### src/rtl/regfile_write_arbiter.sv
`default_nettype none
// ============================================================================
// Module      : regfile_write_arbiter
// Description : Round-robin arbiter sharing the register-file write port
//               between N_REQ requesters over a valid/ready handshake. The
//               winning index/data/enable are registered one cycle after the
//               handshake and drive the write-select decoder and bank enables.
// Ports       : clk, reset      - clock, synchronous active-high reset
//               stall_i         - datapath hold, blocks all grants
//               req_valid_i     - per-requester write request
//               req_addr_i      - packed destination indices
//               req_data_i      - packed write data
//               req_ready_o     - one-hot-or-zero combinational grant
//               wr_en_o         - registered write enable
//               wr_addr_o       - registered write index
//               wr_data_o       - registered write data
//               grant_id_o      - registered index of last accepted requester
//               busy_cnt_o      - saturating count of stalled request cycles
// Revision    : 1.0 - initial release
// ============================================================================
module regfile_write_arbiter #(
  parameter int N_REQ             = 4,
  parameter int DATA_WIDTH        = 32,
  parameter int ADDR_WIDTH        = 5,
  parameter bit ZERO_REG_WRITABLE = 1'b0,
  localparam int ID_W             = (N_REQ > 1) ? $clog2(N_REQ) : 1
) (
  input  logic                        clk,
  input  logic                        reset,
  input  logic                        stall_i,
  input  logic [N_REQ-1:0]            req_valid_i,
  input  logic [N_REQ*ADDR_WIDTH-1:0] req_addr_i,
  input  logic [N_REQ*DATA_WIDTH-1:0] req_data_i,
  output logic [N_REQ-1:0]            req_ready_o,
  output logic                        wr_en_o,
  output logic [ADDR_WIDTH-1:0]       wr_addr_o,
  output logic [DATA_WIDTH-1:0]       wr_data_o,
  output logic [ID_W-1:0]             grant_id_o,
  output logic [15:0]                 busy_cnt_o
);

  localparam logic [ID_W:0]   N_REQ_EXT = (ID_W+1)'(N_REQ);
  localparam logic [ID_W-1:0] LAST_ID   = ID_W'(N_REQ - 1);

  logic [ID_W-1:0]       ptr;
  logic [ID_W-1:0]       grant_idx;
  logic                  found;
  logic                  transfer;
  logic [ID_W:0]         scan_idx;
  logic [ADDR_WIDTH-1:0] sel_addr;
  logic [DATA_WIDTH-1:0] sel_data;
  logic                  sel_write_ok;

  // Scan ptr, ptr+1, ... wrapping modulo N_REQ; first valid requester wins.
  // The extra index bit lets the sum exceed N_REQ-1 before wrapping, which
  // keeps the scan correct for non-power-of-two requester counts.
  always_comb begin
    found     = 1'b0;
    grant_idx = '0;
    scan_idx  = '0;
    for (int i = 0; i < N_REQ; i++) begin
      scan_idx = {1'b0, ptr} + (ID_W+1)'(i);
      if (scan_idx >= N_REQ_EXT) begin
        scan_idx = scan_idx - N_REQ_EXT;
      end
      if (!found && req_valid_i[scan_idx[ID_W-1:0]]) begin
        found     = 1'b1;
        grant_idx = scan_idx[ID_W-1:0];
      end
    end
  end

  // Reset and stall both suppress the grant so nothing is accepted.
  assign transfer    = found && !stall_i && !reset;
  assign req_ready_o = transfer ? (N_REQ'(1) << grant_idx) : '0;

  // Constant-index mux avoids a variable part-select on the packed buses.
  always_comb begin
    sel_addr = '0;
    sel_data = '0;
    for (int k = 0; k < N_REQ; k++) begin
      if (ID_W'(k) == grant_idx) begin
        sel_addr = req_addr_i[k*ADDR_WIDTH +: ADDR_WIDTH];
        sel_data = req_data_i[k*DATA_WIDTH +: DATA_WIDTH];
      end
    end
  end

  // Register 0 writes still complete the handshake but do not reach the bank.
  assign sel_write_ok = ZERO_REG_WRITABLE || (sel_addr != '0);

  always_ff @(posedge clk) begin
    if (reset) begin
      ptr        <= '0;
      wr_en_o    <= 1'b0;
      wr_addr_o  <= '0;
      wr_data_o  <= '0;
      grant_id_o <= '0;
      busy_cnt_o <= '0;
    end else begin
      wr_en_o <= transfer && sel_write_ok;
      if (transfer) begin
        wr_addr_o  <= sel_addr;
        wr_data_o  <= sel_data;
        grant_id_o <= grant_idx;
        ptr        <= (grant_idx == LAST_ID) ? '0 : grant_idx + ID_W'(1);
      end
      if ((|req_valid_i) && stall_i && (busy_cnt_o != 16'hFFFF)) begin
        busy_cnt_o <= busy_cnt_o + 16'd1;
      end
    end
  end

endmodule
`default_nettype wire

### config.mk
export PLATFORM = sky130hd
export DESIGN_NAME = regfile_write_arbiter
export DESIGN_NICKNAME = d
export VERILOG_FILES = /design/src/rtl/regfile_write_arbiter.sv
export SDC_FILE = /design/constraint.sdc
export NUM_CORES = 1
export LEC_CHECK = 0
export CAP_MARGIN = 40
export CORE_ASPECT_RATIO = 1.25
export CORE_UTILIZATION = 38
export CTS_CLUSTER_SIZE = 24
export DETAILED_ROUTE_END_ITERATION = 8
export HOLD_SLACK_MARGIN = 0.06
export PLACE_DENSITY_LB_ADDON = 0.05
export SLEW_MARGIN = 20
export SYNTH_ARGS = -nofsm -noshare
export SYNTH_HDL_FRONTEND = slang
export SYNTH_SLANG_ARGS = --single-unit
### constraint.sdc
create_clock -name clk -period 3.6 [get_ports clk]
set_input_delay 0.72 -clock clk [delete_from_list [all_inputs] [get_ports clk]]
set_output_delay 0.72 -clock clk [all_outputs]
set_load 0.02 [all_outputs]
# Word level (Yosys, flattened, before mapping)
# Index checks and enable logic that the tools add are counted.
# Widths: inputs -> output; s select.
[op_classes]
addsub = 9
order_cmp = 8
eq_ne = 5
shift = 1
n_mux = 30
n_reduce_logical = 16
[ops]
columns = ["cell", "n"]
rows = [
  ["$mux 32", 4],
  ["$mux 5", 4],
  ["$mux 2", 9],
  ["$add 16x1->16 const B", 1],
  ["$ne 16x16->1 const B", 1],
  ["$lt 2x3->1 const B", 4],
  ["$ge 3x3->1 const B", 3],
  ["$bmux 1 s2", 4],
  ["$logic_and 1x1->1", 8],
  ["$mux 1", 8],
  ["$sub 2x1->2 const B", 4],
  ["$add 2x2->3 const B", 2],
  ["$logic_not 1->1", 5],
  ["$reduce_bool 5->1", 1],
  ["$eq 2x2->1 const A", 2],
  ["$mux 4", 1],
  ["$reduce_or 4->1", 1],
  ["$shl 1x2->4 const A", 1],
  ["$add 2x1->3 const B", 1],
  ["$ge 2x3->1 const B", 1],
  ["$add 2x1->2 const B", 1],
  ["$eq 1x2->1 const A", 1],
  ["$eq 2x2->1 const B", 1],
  ["$logic_not 2->1", 1],
]
[totals]
register_bits = 58
inputBits = 155
elab_cells = 75

# Depth between registers and ports, before layout
# Gate-level depths: netlist of the first run.
[logic_depth]
word_depth = 21
ltp_mapped = 11
mapped_depth_nobuf = 9

# Worst setup path after synthesis of the first run
# OpenSTA, ideal clock, no wires.
[synth_path]
kind = "input -> output"
start = "input port req_valid_i[0]"
end = "output port req_ready_o[2]"
t_arrival_ns = 2.535
t_required_ns = 2.880
slack_ns = 0.345
stages = 7
cell_sequence = "nor4_1 nand2b_1 ha_1 clkbuf_1 clkbuf_1 clkbuf_1 and2_1"
[synth_between]
elab_chain_len = 15
[synth_lines]
columns = ["item", "line_no", "text"]
rows = [
  ["start, declared", "31", "input logic [N_REQ-1:0] req_valid_i,"],
  ["$bmux 1 s2", "66", "if (!found && req_valid_i[scan_idx[ID_W-1:0]]) begin"],
  ["$mux 1 (implied by the code)", "66", ""],
  ["$mux 1", "66", ""],
  ["$logic_not 1->1", "66", ""],
  ["$logic_and 1x1->1", "66", ""],
  ["$mux 1", "66", ""],
  ["$logic_not 1->1", "66", ""],
  ["$logic_and 1x1->1", "66", ""],
  ["$mux 1", "66", ""],
  ["$logic_not 1->1", "66", ""],
  ["$logic_and 1x1->1", "66", ""],
  ["$mux 1", "66", ""],
  ["$logic_and 1x1->1 (2 in a row)", "74", "assign transfer = found && !stall_i && !reset;"],
  ["$mux 4 *", "75", "assign req_ready_o = transfer ? (N_REQ'(1) << grant_idx) : '0;"],
  ["end, declared", "34", "output logic [N_REQ-1:0] req_ready_o,"],
]
# Mark *: on every way between the ends. The rest lies on a longest branch, timed or not. The select of a mux whose other input is x is not followed.

# Final worst setup path of the first run
[layout_path]
start = "input port req_valid_i[1]"
end = "output port req_ready_o[3]"
[layout_lines]
columns = ["item", "line_no", "text"]
rows = [
  ["$bmux 1 s2", "66", ""],
  ["$mux 1 (implied by the code)", "66", ""],
  ["$mux 1", "66", ""],
  ["$logic_not 1->1", "66", ""],
  ["$logic_and 1x1->1", "66", ""],
  ["$mux 1", "66", ""],
  ["$logic_not 1->1", "66", ""],
  ["$logic_and 1x1->1", "66", ""],
  ["$mux 1", "66", ""],
  ["$logic_not 1->1", "66", ""],
  ["$logic_and 1x1->1", "66", ""],
  ["$mux 2 *", "66", ""],
  ["net grant_idx[0]", "46", "logic [ID_W-1:0] grant_idx;"],
  ["$shl 1x2->4 *", "75", ""],
  ["$mux 4 *", "75", ""],
]
# Mark *: on every way through the listed nets, which the timed path passes. The rest lies on a longest branch. The select of a mux whose other input is x is not followed.

==> results.md, run 1 <==
- Status: finished, final reports clean
- Setup clock skew after layout: 0.00788 ns
- Final setup violation count: 0
- Worst hold start: wr_addr_o[3]
- Slew Limit Fails: 0
- Via/cell ratio: 5.54
- Num ports: 215
- Core area: 8800 um^2
- Comb pwr share: 39.0%
- Final Cell Area: 6030 um^2
- Internal power: 1.58 mW
- TNS Setup: 0 ns
- CP endpoint kind: output pin
- Pwr Density: 382 nW/um^2
- Worst setup path end: req_ready_o[3]
- RSZ-0062 raised after global routing: no
- Worst setup margin: 0.167 ns
- Placer Congestion: 0.815
- Fillers: 762
- ANT nets after route: 0
- Post-synth EDFFs: 0
- Number of H-tree levels: 3
- Ys async rst share: 0%
- DRT Wirelength: 12,800 um
- Commonest cells after routing, fill and taps aside: clkdlybuf4s50_1, dfxtp_1, a21oi_1, inv_1, nor2_1
- Leakage: 2.34 nW
- FF-to-FF path depth: 11
- Sw Share: 31.3%
- Grt ovf: 0
- Area occupied by multi-input gates: 2040 um^2
- Die X: 87.8 um
- Post-synthesis net count: 607
- Worst Hold Slack: 0.464 ns
- Largest net degree at the start of global routing: 60
- Primary FF master, synth: dfxtp_1
- Clock Power Share: 29.2%
- Cell row count: 38
- Die area: 9590 um^2
- Post-CTS Hold Buffers: 0
- CP startpoint: req_valid_i[1]
- Psw: 0.720 mW
- P&R area growth vs syn: 72.4%
- Crit Path Category: in -> out
- Slew at the pin closest to its max-slew limit: 0.659 ns
- DP Worst Slack: -0.0826 ns
- Layout cells sized above 1: 7.02%
- Mapped Cells: 447
- Reg2reg start: ptr[0]
- Slew margin rel.: 56.1%
- Worst-path clk slew: 0.07 ns
- Fmax: 291 MHz
- CP startpoint kind: primary input
- Commonest non-fill, non-tap cell in the layout: clkdlybuf4s50_1
- TritonCTS Buffers: 9
- CTS root buf: clkbuf_8
- CTS sink count: 58
- Worst-Skew Late Latency: 0.33 ns
- Placed standard-cell area: 5810 um^2
- Seq/Total Area, Yosys: 33.2%
- Crit-path max FO: 7
- Final hold violation count: 0
- Peak supply drop: 0.225 mV
- Tot GR Track Use: 26.7%
- Reg-to-reg setup timing slack: 0.85 ns
- First-pass GRT wire length: 20,000 um
- Max-Cap Viols: 0
- RR Endpoint: wr_data_o[21]
- Total power: 2.30 mW
- NumNets Final: 810
- Hold crit path type: reg -> reg
- # port buffers: 214
- Mean routed wirelength per cell: 16.5 um
- DRC Markers: 0
- Initial antenna violation count: 0
- Synth Warn #: 0
- Register area: 1160 um^2
- Initial DRC count: 165
- CTS Buffer Depth: 2
- Post-DP HPWL: 9360 um
- Vias in the first global route: 4,245
- Post-synthesis area per instance: 7.82 um^2
- Final period demand of the worst path: 3.43 ns
- Antenna Cells: 0
- DR pass1 iterations: 4
- Critical path data required time: 2.88 ns
- Synthesized area: 3500 um^2
- Worst endpoint data arrival time: 2.71 ns
- Vias: 4,290
- Sequential fraction of design power: 31.8%
- Crit share post-route: 95.4%
- Die height: 109 um
- CTS tree: yes
- Count of cell types in the netlist: 44
- Initial Util: 39.7%
- Yosys reg bits: 58
-- timing repair --
item                                    in CTS  in global routing
endpoints found under the setup margin       4                  0
buffers inserted                             0                  0
gates resized for setup                      4                  0
-- flip-flops by register name (all words and copies together) (netlist names) --
name / flops
wr_en_o: 1
wr_data_o: 32
busy_cnt_o: 16
ptr: 2
wr_addr_o: 5
grant_id_o: 2
-- per-stage QoR --
step / cells / utilization (%)
2_1_floorplan: 447 / -
3_3_place_gp: 759 / 66.1
3_5_place_dp: 759 / 66.1
4_1_cts: 775 / 68.5
5_1_grt: 775 / 68.5
6_report: 775 / 68.5
-- Yosys cell counts (2+ instances only) --
| library cell | instances | area share (%) |
|---|---|---|
| dfxtp_1 | 58 | 33 |
| a21oi_1 | 54 | 7.7 |
| inv_1 | 41 | 4.4 |
| clkbuf_1 | 40 | 4.3 |
| nor2_1 | 40 | 4.3 |
| a211oi_1 | 35 | 7.5 |
| a221oi_1 | 33 | 8.3 |
| a211o_1 | 32 | 8.0 |
| nand2_1 | 12 | 1.3 |
| or3_1 | 11 | 2.0 |
| o21ai_0 | 10 | 1.4 |
| nand3_1 | 8 | 1.1 |
| and2_1 | 7 | 1.3 |
| nand4_1 | 6 | 1.1 |
| nor2b_1 | 6 | 1.1 |
| ha_1 | 5 | 1.8 |
| o31ai_1 | 5 | 1.1 |
| or4_1 | 5 | 1.1 |
| a221o_1 | 4 | 1.1 |
| a2bb2oi_1 | 3 | 0.75 |
| or2_2 | 3 | 0.54 |
| a22oi_1 | 2 | 0.43 |
| nand2b_1 | 2 | 0.36 |
| nand3b_1 | 2 | 0.43 |
| nor3b_1 | 2 | 0.43 |
| nor4_1 | 2 | 0.36 |
| o21ba_2 | 2 | 0.57 |
-- metal layers --
| metal | global-route usage [%] | wire (um) | vias to the layer above |
|---|---|---|---|
| met5 | 0 | 0 | - |
| met3 | 7.27 | 815 | 30 |
| met2 | 48.2 | 6630 | 152 |
| li1 | - | - | 2093 |
| met1 | 28.8 | 4960 | 2015 |
| met4 | 11.2 | 360 | 0 |
-- critical path: stages --
cell and delay (ns):
clkdlybuf4s50_1 0.62, inv_1 0.07, a21oi_1 0.18, o211a_1 0.18, nor2b_1 0.24, ha_2 0.22, and2_1 0.11, dlygate4sd2_1 0.37
-- cell families (layout without fill, tap and decap cells) --
family          Yosys count  after routing  synth area share [%]
buf+inv                  83            291                  8.95
mux                       1              1                 0.322
fa+ha+maj                 5              5                  1.79
simple gates            110            110                  16.1
compound gates          190            190                  39.6
flops                    58             58                  33.2
-- worst min-delay path by stage --
stage | cells past startpoint | endpoint
after global routing | 2 | wr_addr_o[0]
after global placement | 2 | wr_addr_o[3]
after detailed placement | 2 | wr_addr_o[3]
after floorplan | 2 | ptr[1]
after CTS | 2 | wr_addr_o[3]
final | 2 | wr_addr_o[3]
-- cell type report --
type	instances	area share, %
clock buffers	11	2.35
well taps	120	2.49
multi-input cells	306	33.8
repair buffers	234	38.3
clock inverters	5	1.29
inverters	41	2.55
flip-flops and latches	58	19.3
-- power groups by stage --
| stage | clock network (mW) | logic, mW | registers [mW] |
|---|---|---|---|
| after floorplan | 0 | 0.421 | 0.806 |
| after global placement | 0 | 0.882 | 0.741 |
| after detailed placement | 0 | 0.895 | 0.744 |
| after CTS | 0.685 | 0.902 | 0.730 |
| after global routing | 0.716 | 0.969 | 0.738 |
| final | 0.673 | 0.898 | 0.731 |
Note: power is estimated with default switching activity, not from simulation.
==> run 2, diff against run 1 <==
--- a/config.mk
+++ b/config.mk
@@ -7,6 +7,7 @@
 export LEC_CHECK = 0
 export CAP_MARGIN = 40
 export CORE_ASPECT_RATIO = 1.25
+export CORE_MARGIN = 2
 export CORE_UTILIZATION = 38
 export CTS_CLUSTER_SIZE = 24
 export DETAILED_ROUTE_END_ITERATION = 8
==> results.md, run 2 (same netlist as run 1, synthesis figures left out) <==
- Status: finished, final reports clean
- Biggest regs: wr_data_o x32, busy_cnt_o x16, wr_addr_o x5
- Placed standard-cell area: 5810 um^2
- Worst-Skew Late Latency: 0.33 ns
- Grt ovf: 0
- Via/cell ratio: 5.54
- Antenna Cells: 0
- Met2 Use GR: 44.8%
- CP startpoint kind: primary input
- Vias: 4,292
- DP Worst Slack: -0.0966 ns
- ANT nets after route: 0
- Most flops, register: wr_data_o
- Commonest non-fill, non-tap cell in the layout: clkdlybuf4s50_1
- TritonCTS Buffers: 9
- Die area: 9990 um^2
- Final Non-Filler Cells: 775
- Initial antenna violation count: 0
- Number of H-tree levels: 3
- Reg-to-reg setup timing slack: 0.80 ns
- Reg2reg start: ptr[0]
- Mean routed wirelength per cell: 16.6 um
- CTS sink count: 58
- Die height: 111 um
- Pwr Density: 393 nW/um^2
- RR Endpoint: wr_en_o
- Cells after DPL: 762
- Initial Util: 38.7%
- CTS tree: yes
- Max-Cap Viols: 0
- Initial DRC count: 166
- CP startpoint: req_valid_i[0]
- Crit share post-route: 96.3%
- Largest net degree at the start of global routing: 60
- NumNets Final: 810
- Final period demand of the worst path: 3.47 ns
- Met1 Resource Use GR: 27.3%
- FF-to-FF path depth: 11
- Core area: 9030 um^2
- Worst endpoint data arrival time: 2.75 ns
- TNS Setup: 0 ns
- Peak supply drop: 0.281 mV
- Num ports: 215
- Slew margin rel.: 53.3%
- Peak-usage layer in the global routing report: met2
- Worst setup margin: 0.133 ns
- DRC Markers: 0
- Slew at the pin closest to its max-slew limit: 0.693 ns
- DRT Wirelength: 12,900 um
- CTS Buffer Depth: 2
- First-pass GRT wire length: 20,600 um
- Critical path data required time: 2.88 ns
- Final Util: 67.1%
- Commonest cells after routing, fill and taps aside: clkdlybuf4s50_1, dfxtp_1, a21oi_1, inv_1, nor2_1
- Worst setup path end: req_ready_o[2]
- Tot GR Track Use: 25.5%
- M3 GR Usage: 6.80%
- Vias in the first global route: 4,293
- Setup clock skew after layout: 0.00777 ns
- Cell row count: 39
- Worst hold stages: 2
- Final Cell Area: 6060 um^2
- Max FFs per register: 32
- Layout cells sized above 1: 6.44%
- Crit-path max FO: 4
- Worst-path clk slew: 0.04 ns
- Die X: 89.8 um
- Leakage: 2.36 nW
- Final setup violation count: 0
- # port buffers: 214
- Placer Congestion: 0.863
- Final hold violation count: 0
- Total power: 2.38 mW
- P&R area growth vs syn: 73.4%
- RSZ-0062 raised after global routing: no
- Setup Fix Bufs, Post-CTS: 0
- CTS root buf: clkbuf_16
- Worst Hold Slack: 0.456 ns
- CP endpoint kind: output pin
- Hold crit path type: reg -> reg
- Fmax: 288 MHz
- DR pass1 iterations: 4
- Crit Path Category: in -> out
- Post-DP HPWL: 9650 um
- Slew Limit Fails: 0
-- run 2: worst min path at each step --
stage,startpoint,end,slack (ns)
floorplan,ptr[1],ptr[1],0.48
global placement,wr_addr_o[3],wr_addr_o[3],0.45
detailed placement,wr_addr_o[2],wr_addr_o[2],0.45
CTS,wr_addr_o[2],wr_addr_o[2],0.46
global route,wr_addr_o[2],wr_addr_o[2],0.49
finish,wr_addr_o[2],wr_addr_o[2],0.46
-- run 2: cell type report --
class / instances / area (um^2)
sequential: 58 / 1160
multi-input combinational: 306 / 2040
fill: 775 / 2970
timing repair buffer: 234 / 2290
tap: 123 / 154
inverter: 41 / 154
clock buffer: 13 / 260
-- run 2: repair_timing --
action                     CTS  global route
setup endpoints to repair    4             0
hold buffers                 0             0
gates resized for setup      4             0
-- run 2: critical path, stage by stage --
cell and delay, ns:
clkdlybuf4s50_1 0.44, buf_4 0.16, a21o_1 0.17, a21boi_0 0.25, o22ai_1 0.20, inv_1 0.13
ha_2 0.19, and2_1 0.12, dlygate4sd2_1 0.36
-- run 2: report_power, final --
group,total (mW),switching (mW),internal [mW]
logic,0.891,0.417,0.474
clock network,0.760,0.270,0.490
registers,0.732,0.0319,0.700
-- run 2: per-layer routing --
layer	vias to the layer above	routed length, um
met4	0	584
li1	2093	-
met5	-	0
met3	37	889
met1	2007	5020
met2	155	6400
